## src/rtl/uart_tx_ctrl.sv

```systemverilog
// UART transmit controller: sequences start, data (LSB first), optional parity and
// stop bit periods, one CLK cycle per bit period, and drives the Tx mux select.
// Latency: request accepted in IDLE -> START on the next cycle; frame is
// DATA_WIDTH+2 cycles, or DATA_WIDTH+3 with parity.
// Backpressure: a request is taken only in IDLE; Data_Valid is ignored while busy,
// so a held request gets one IDLE cycle between frames.
//
// Ports:
//   CLK        in   system clock, rising edge
//   RST        in   synchronous active-high reset, aborts any frame in progress
//   P_DATA     in   parallel payload, latched on acceptance
//   Data_Valid in   send request
//   PAR_EN     in   append parity bit (latched on acceptance)
//   PAR_TYP    in   0 even / 1 odd parity (latched on acceptance)
//   mux_sel    out  00 start, 01 stop/idle, 10 data, 11 parity
//   ser_data   out  current payload bit (latched bit 0 outside DATA)
//   par_bit    out  parity of the latched payload
//   busy       out  high for the whole frame
//
// Build option: define UART_TX_PARITY_EN to compile in the PARITY state and parity
// logic. Without it PAR_EN/PAR_TYP are ignored and par_bit is tied to 0.

module uart_tx_ctrl #(
    parameter int DATA_WIDTH = 8
) (
    input  logic                  CLK,
    input  logic                  RST,
    input  logic [DATA_WIDTH-1:0] P_DATA,
    input  logic                  Data_Valid,
    input  logic                  PAR_EN,
    input  logic                  PAR_TYP,
    output logic [1:0]            mux_sel,
    output logic                  ser_data,
    output logic                  par_bit,
    output logic                  busy
);

    // A one-bit payload still needs a one-bit counter register.
    localparam int CNT_W = (DATA_WIDTH > 1) ? $clog2(DATA_WIDTH) : 1;
    localparam logic [CNT_W-1:0] LAST_BIT = CNT_W'(DATA_WIDTH - 1);

`ifdef UART_TX_PARITY_EN
    typedef enum logic [2:0] {
        IDLE   = 3'd0,
        START  = 3'd1,
        DATA   = 3'd2,
        PARITY = 3'd3,
        STOP   = 3'd4
    } state_t;
`else
    typedef enum logic [2:0] {
        IDLE   = 3'd0,
        START  = 3'd1,
        DATA   = 3'd2,
        STOP   = 3'd4
    } state_t;
`endif

    state_t                state_q, state_d;
    logic [CNT_W-1:0]      bit_cnt_q, bit_cnt_d;
    logic [DATA_WIDTH-1:0] data_q, data_d;

`ifdef UART_TX_PARITY_EN
    logic par_en_q, par_en_d;
    logic par_q, par_d;
`else
    logic unused_par_cfg;
    assign unused_par_cfg = PAR_EN ^ PAR_TYP;
`endif

    always_ff @(posedge CLK) begin
        if (RST) begin
            state_q   <= IDLE;
            bit_cnt_q <= '0;
            data_q    <= '0;
`ifdef UART_TX_PARITY_EN
            par_en_q  <= 1'b0;
            par_q     <= 1'b0;
`endif
        end else begin
            state_q   <= state_d;
            bit_cnt_q <= bit_cnt_d;
            data_q    <= data_d;
`ifdef UART_TX_PARITY_EN
            par_en_q  <= par_en_d;
            par_q     <= par_d;
`endif
        end
    end

    always_comb begin
        state_d   = state_q;
        bit_cnt_d = bit_cnt_q;
        data_d    = data_q;
`ifdef UART_TX_PARITY_EN
        par_en_d  = par_en_q;
        par_d     = par_q;
`endif
        mux_sel   = 2'b01;
        busy      = 1'b1;

        case (state_q)
            IDLE: begin
                busy = 1'b0;
                if (Data_Valid) begin
                    state_d = START;
                    data_d  = P_DATA;
`ifdef UART_TX_PARITY_EN
                    par_en_d = PAR_EN;
                    // Parity is computed once here so it stays frozen until the
                    // next acceptance, independent of later input changes.
                    par_d    = (^P_DATA) ^ PAR_TYP;
`endif
                end
            end
            START: begin
                mux_sel   = 2'b00;
                state_d   = DATA;
                bit_cnt_d = '0;
            end
            DATA: begin
                mux_sel = 2'b10;
                if (bit_cnt_q == LAST_BIT) begin
                    bit_cnt_d = '0;
`ifdef UART_TX_PARITY_EN
                    state_d   = par_en_q ? PARITY : STOP;
`else
                    state_d   = STOP;
`endif
                end else begin
                    bit_cnt_d = bit_cnt_q + CNT_W'(1);
                end
            end
`ifdef UART_TX_PARITY_EN
            PARITY: begin
                mux_sel = 2'b11;
                state_d = STOP;
            end
`endif
            STOP: begin
                mux_sel = 2'b01;
                state_d = IDLE;
            end
            default: begin
                busy    = 1'b0;
                state_d = IDLE;
            end
        endcase
    end

    // Outside DATA the mux ignores ser_data; parking it on bit 0 keeps it deterministic.
    assign ser_data = (state_q == DATA) ? data_q[bit_cnt_q] : data_q[0];

`ifdef UART_TX_PARITY_EN
    assign par_bit = par_q;
`else
    assign par_bit = 1'b0;
`endif

endmodule
```

## config.mk

```make
export PLATFORM = sky130hd
export DESIGN_NAME = uart_tx_ctrl
export DESIGN_NICKNAME = d
export VERILOG_FILES = /design/src/rtl/uart_tx_ctrl.sv
export SDC_FILE = /design/constraint.sdc
export NUM_CORES = 1
export LEC_CHECK = 0
export CORE_AREA = 2 2 39 41
export CTS_CLUSTER_SIZE = 12
export DETAILED_ROUTE_END_ITERATION = 8
export DIE_AREA = 0 0 41 43
export DONT_BUFFER_PORTS = 1
export PLACE_DENSITY_LB_ADDON = 0.2
export SKIP_CTS_REPAIR_TIMING = 1
export SYNTH_ARGS = -nofsm -noshare
export SYNTH_HDL_FRONTEND = slang
export SYNTH_SLANG_ARGS = --single-unit
```

## constraint.sdc

```tcl
create_clock -name CLK -period 3.3 [get_ports CLK]
set_input_delay 0.33 -clock CLK [delete_from_list [all_inputs] [get_ports CLK]]
set_output_delay 0.33 -clock CLK [all_outputs]
set_load 0.02 [all_outputs]
```

==> run summary, run 1 <==
Initial antenna violation count = 0
Placer Congestion = 0.694
Rows = 14
Antenna Nets Post-Route = 0
Overflow after GRT = 0
Die area = 0.00176 mm^2
Most frequent cells in the layout = nand2_1, dfxtp_1, a21oi_1, mux2i_1
Starting Density = 0.502
Crit Path Class = reg2out
Nets = 92
Max H-tree Level = 1
Drt via density = 5.30
Peak supply drop = 0.000283 V
Clock slew at reported path FFs = 0.09 ns
DR WL/cell = 12.3 um
Antenna cells = 0
Max-Cap Viols = 0
Layout cells sized above 1 = 0.118
Largest net degree at the start of global routing = 15
Vias after detailed routing = 488
Area delta synth->final = -0.360%
Slew Viols, Final = 0
Final WS setup = 1.20 ns
Yosys reg bits = 14
Setup slack after placement = 1.51 ns
Chip width = 41 um
Commonest non-fill, non-tap cell in the layout = nand2_1
Root Driver = clkbuf_4
Worst EP arrival = 1.77 ns
Sequential-to-total area share from yosys stat = 0.404
Cells after synthesis = 80
TritonCTS buffer count = 3
CP endpoint kind = output pin
Status = completed
First-pass GRT wire length = 1.78 mm
GRT Total Usage = 0.151
Setup violators final = 0
Routed WL = 1.13 mm
FMAX = 477 MHz
Pwr/cell area = 515 mW/mm^2
Skew final = 0.000876 ns
Synth Warn # = 0
Fill cells = 137
Clk buf depth = 2
Total I/O pin count = 18
DIE HEIGHT = 43 um
# clock sinks = 14
Hold Path Class = in2reg
Vias in the first global route = 406
Drt drc = 0
Leak = 0.258 nW
Clock Latency Late Sink = 0.27 ns
RSZ-0062 raised after global routing = false
Critical path launch point type = flip-flop
Worst EP required = 2.97 ns
Post-Syn Area = 694 um^2
Period utilisation layout = 0.635
Post-Syn Nets = 95
Sum of negative setup slack = 0 ns
DRT Pass-1 Iters = 4
Hpwl dp = 803 um
Unique masters post-synth = 25
Crit-path max FO = 7
PortBufs = 0
Post-Syn Area per Cell = 8.68 um^2
CTS tree = done
Core area = 0.00138 mm^2
Period minus WS final = 2.10 ns
Iter 0 DRT Violations = 11
Hold Vio Cnt, Final = 0
==> cell type report <==
class                   count  area (um^2)  area share
flip-flops and latches     14          280       0.405
inverters                   2         7.51      0.0108
well taps                  16         20.0      0.0289
clock buffers               4         36.3      0.0524
multi-input cells          56          348       0.503
==> power breakdown <==
| group | switching (mW) | internal, mW | total, mW | leakage, nW |
|---|---|---|---|---|
| Combinational | 0.0258 | 0.0178 | 0.0437 | 0.122 |
| Clock | 0.0582 | 0.0670 | 0.125 | 0.0210 |
| Sequential | 0.00920 | 0.178 | 0.187 | 0.114 |
| Total | 0.0932 | 0.263 | 0.356 | 0.258 |
==> sequential cells by signal, indices dropped and copies added, names as in the netlist <==
| name | cells |
|---|---|
| bit_cnt_q | 3 |
| data_q | 8 |
| state_q | 3 |
==> cell families after synthesis <==
group / Yosys count / synth area share
simple gates: 31 / 0.241
xor+xnor: 1 / 0.0126
buf+inv: 10 / 0.0955
compound gates: 16 / 0.115
other cells: 1 / 0.00540
fa+ha+maj: 2 / 0.0360
mux: 5 / 0.0901
flops: 14 / 0.404
==> worst paths after layout <==
| check | cells after the start | from | end | slack [ns] |
|---|---|---|---|---|
| worst max-delay path | 3 | bit_cnt_q[0] | ser_data | 1.20 |
| worst min register to register | 2 | data_q[3] | data_q[3] | 0.45 |
| worst max register to register | 3 | state_q[2] | data_q[0] | 1.85 |
| worst min-delay path | 1 | RST | data_q[2] | 0.11 |
==> stage by stage <==
stage | std cells | area (um^2) | power, mW | hold slack, ns | utilization
2_1_floorplan | 80 | 694 | 0.236 | 0.399 | -
3_3_place_gp | 88 | 656 | 0.235 | 0.400 | 0.474
3_5_place_dp | 88 | 656 | 0.236 | 0.403 | 0.474
4_1_cts | 92 | 692 | 0.359 | 0.103 | 0.500
5_1_grt | 92 | 692 | 0.373 | 0.0906 | 0.500
6_report | 92 | 692 | 0.356 | 0.108 | 0.500
==> critical path, cell delays in order, from the launching register on <==
cell and delay [ns]:
dfxtp_1 0.51, mux2i_1 0.13, mux4_2 0.46, o21ai_1 0.39
==> Yosys cell counts <==
library cell	count	area (um^2)
nand2_1	20	75.1
dfxtp_1	14	280
a21oi_1	12	60.1
mux2i_1	4	40.0
buf_4	3	22.5
o21ai_0	3	15.0
buf_2	2	10.0
buf_6	2	22.5
ha_1	2	25.0
nor2_1	2	7.51
nor3b_1	2	15.0
clkbuf_1	1	3.75
conb_1	1	3.75
inv_1	1	3.75
inv_2	1	3.75
mux4_2	1	22.5
nand3b_1	1	7.51
nor3_1	1	5.00
nor4b_4	1	23.8
o21ai_1	1	5.00
or2_2	1	6.26
or3_1	1	6.26
or3b_4	1	11.3
or4b_1	1	10.0
xnor2_1	1	8.76
==> per-layer routing <==
layer  routed length (um)  global-route usage
met2                  473               0.194
met3                   82              0.0366
met1                  559               0.215
met4                   15               0.100
met5                    0                   0
Note: power is estimated with default switching activity, not from simulation.
==> run 2: changes to the inputs <==
--- a/config.mk
+++ b/config.mk
@@ -5,10 +5,9 @@
 export SDC_FILE = /design/constraint.sdc
 export NUM_CORES = 1
 export LEC_CHECK = 0
-export CORE_AREA = 2 2 39 41
+export CORE_UTILIZATION = 52
 export CTS_CLUSTER_SIZE = 12
 export DETAILED_ROUTE_END_ITERATION = 8
-export DIE_AREA = 0 0 41 43
 export DONT_BUFFER_PORTS = 1
 export PLACE_DENSITY_LB_ADDON = 0.2
 export SKIP_CTS_REPAIR_TIMING = 1
==> constraint.sdc (replaced) <==
create_clock -name CLK -period 1.75 [get_ports CLK]
set_input_delay 0.175 -clock CLK [delete_from_list [all_inputs] [get_ports CLK]]
set_output_delay 0.175 -clock CLK [all_outputs]
set_load 0.02 [all_outputs]
==> run 2 against run 1 <==
Total power grew 76%; routed wire length rose by 1.5%; final area increased by 2.0%; combinational power grew 110%; critical path depth grew 1; clock skew up 0.0038 ns; critical endpoint unchanged.
==> run summary, run 2 (synthesis results as in run 1) <==
Hold Path Stages = 2
Worst EP arrival = 1.53 ns
Commonest non-fill, non-tap cell in the layout = nand2_1
Leak = 0.264 nW
Status = completed
Fill cells = 119
Overflow after GRT = 0
Hold Vio Cnt, Final = 0
TritonCTS buffer count = 3
Period minus WS final = 1.71 ns
Crit Path Class = reg2out
Skew final = 0.00463 ns
Nets = 94
Worst EP required = 1.57 ns
Total I/O pin count = 18
DRT Pass-1 Iters = 3
Vias after detailed routing = 505
Sequential Area = 285 um^2
Vias in the first global route = 446
Largest register FFs = 8
Starting Density = 0.593
Layout cells sized above 1 = 0.156
First-pass GRT wire length = 1.86 mm
Routed WL = 1.15 mm
Max H-tree Level = 1
Antenna Nets Post-Route = 0
FF-to-FF Start = state_q[1]
Hold Path Class = in2reg
Slew @ Worst Pin = 0.514 ns
DIE HEIGHT = 38.5 um
DR WL/cell = 12.6 um
Setup violators final = 0
Crit-path max FO = 7
Root Driver = clkbuf_4
Max-Cap Viols = 0
GRT Total Usage = 0.189
Largest regs = data_q (8), bit_cnt_q (3), state_q (3)
Drt via density = 5.55
Layout Cells excl Fill = 91
Clock Latency Late Sink = 0.28 ns
Pwr/cell area = 888 mW/mm^2
Sum of negative setup slack = 0 ns
Post-layout util = 0.603
Power, Total = 0.627 mW
Drt drc = 0
Initial antenna violation count = 0
RSZ-0062 raised after global routing = true
Die area = 0.00149 mm^2
Critical path launch point type = flip-flop
CTS tree = done
Worst r2r dst = bit_cnt_q[0]
Peak supply drop = 0.000490 V
Period utilisation layout = 0.976
PortBufs = 0
Critical Path Start = bit_cnt_q[0]
Clk buf depth = 2
Antenna cells = 0
Largest Register = data_q
Area delta synth->final = 1.62%
Worst Hold Path EP = data_q[1]
Placer Congestion = 0.676
FMAX = 586 MHz
R2R Setup Slk = 0.28 ns
Multi-input gate area = 352 um^2
Worst Reg-to-Reg Cells = 3
Most frequent cells in the layout = nand2_1, a21oi_1, dfxtp_1, mux2i_1
Slew Viols, Final = 0
HP Start = P_DATA[1]
Clock slew at reported path FFs = 0.08 ns
Hpwl dp = 802 um
Core area = 0.00117 mm^2
Worst hold slack = 0.0253 ns
# clock sinks = 14
Slew HR = 0.656
Dpl cells = 87
Iter 0 DRT Violations = 11
Rows = 12
CP endpoint kind = output pin
Chip width = 38.5 um
Largest net degree at the start of global routing = 15
[run 2: metal layers]
layer,wire length [um],vias to the layer above,GRT usage
li1,-,258,-
met1,542,229,0.238
met2,541,16,0.288
met3,60,2,0.0523
met4,4,0,0.103
met5,0,-,0
[run 2: power by group]
| group | internal, mW | switching [mW] |
|---|---|---|
| registers | 0.336 | 0.0179 |
| logic | 0.0389 | 0.0549 |
| clock network | 0.0797 | 0.0992 |
[run 2: worst max-delay path by stage]
stage                     to  slack, ns  depth (start not counted)
floorplan           ser_data       0.23                          4
global placement    ser_data       0.19                          4
detailed placement  ser_data       0.18                          4
CTS                 ser_data      -0.13                          4
global route        ser_data      -0.02                          4
finish              ser_data       0.04                          4
[run 2: worst max-delay path, stage by stage (launching register included)]
cell,delay (ns)
dfxtp_4,0.38
mux2i_1,0.12
mux4_2,0.47
o21ai_2,0.16
buf_6,0.13
[run 2: layout make-up]
class | instances | area share
Sequential cell | 14 | 0.404
Timing Repair Buffer | 2 | 0.0301
Clock buffer | 3 | 0.0319
Tap cell | 14 | 0.0248
Multi-Input combinational cell | 56 | 0.498
Inverter | 2 | 0.0106
[run 2: through the flow]
| step | worst slack [ns] | cell area, um^2 |
|---|---|---|
| after floorplan | 0.230 | 694 |
| after global placement | 0.193 | 661 |
| after detailed placement | 0.177 | 661 |
| after CTS | -0.132 | 683 |
| after global routing | -0.0173 | 706 |
| final | 0.0426 | 706 |
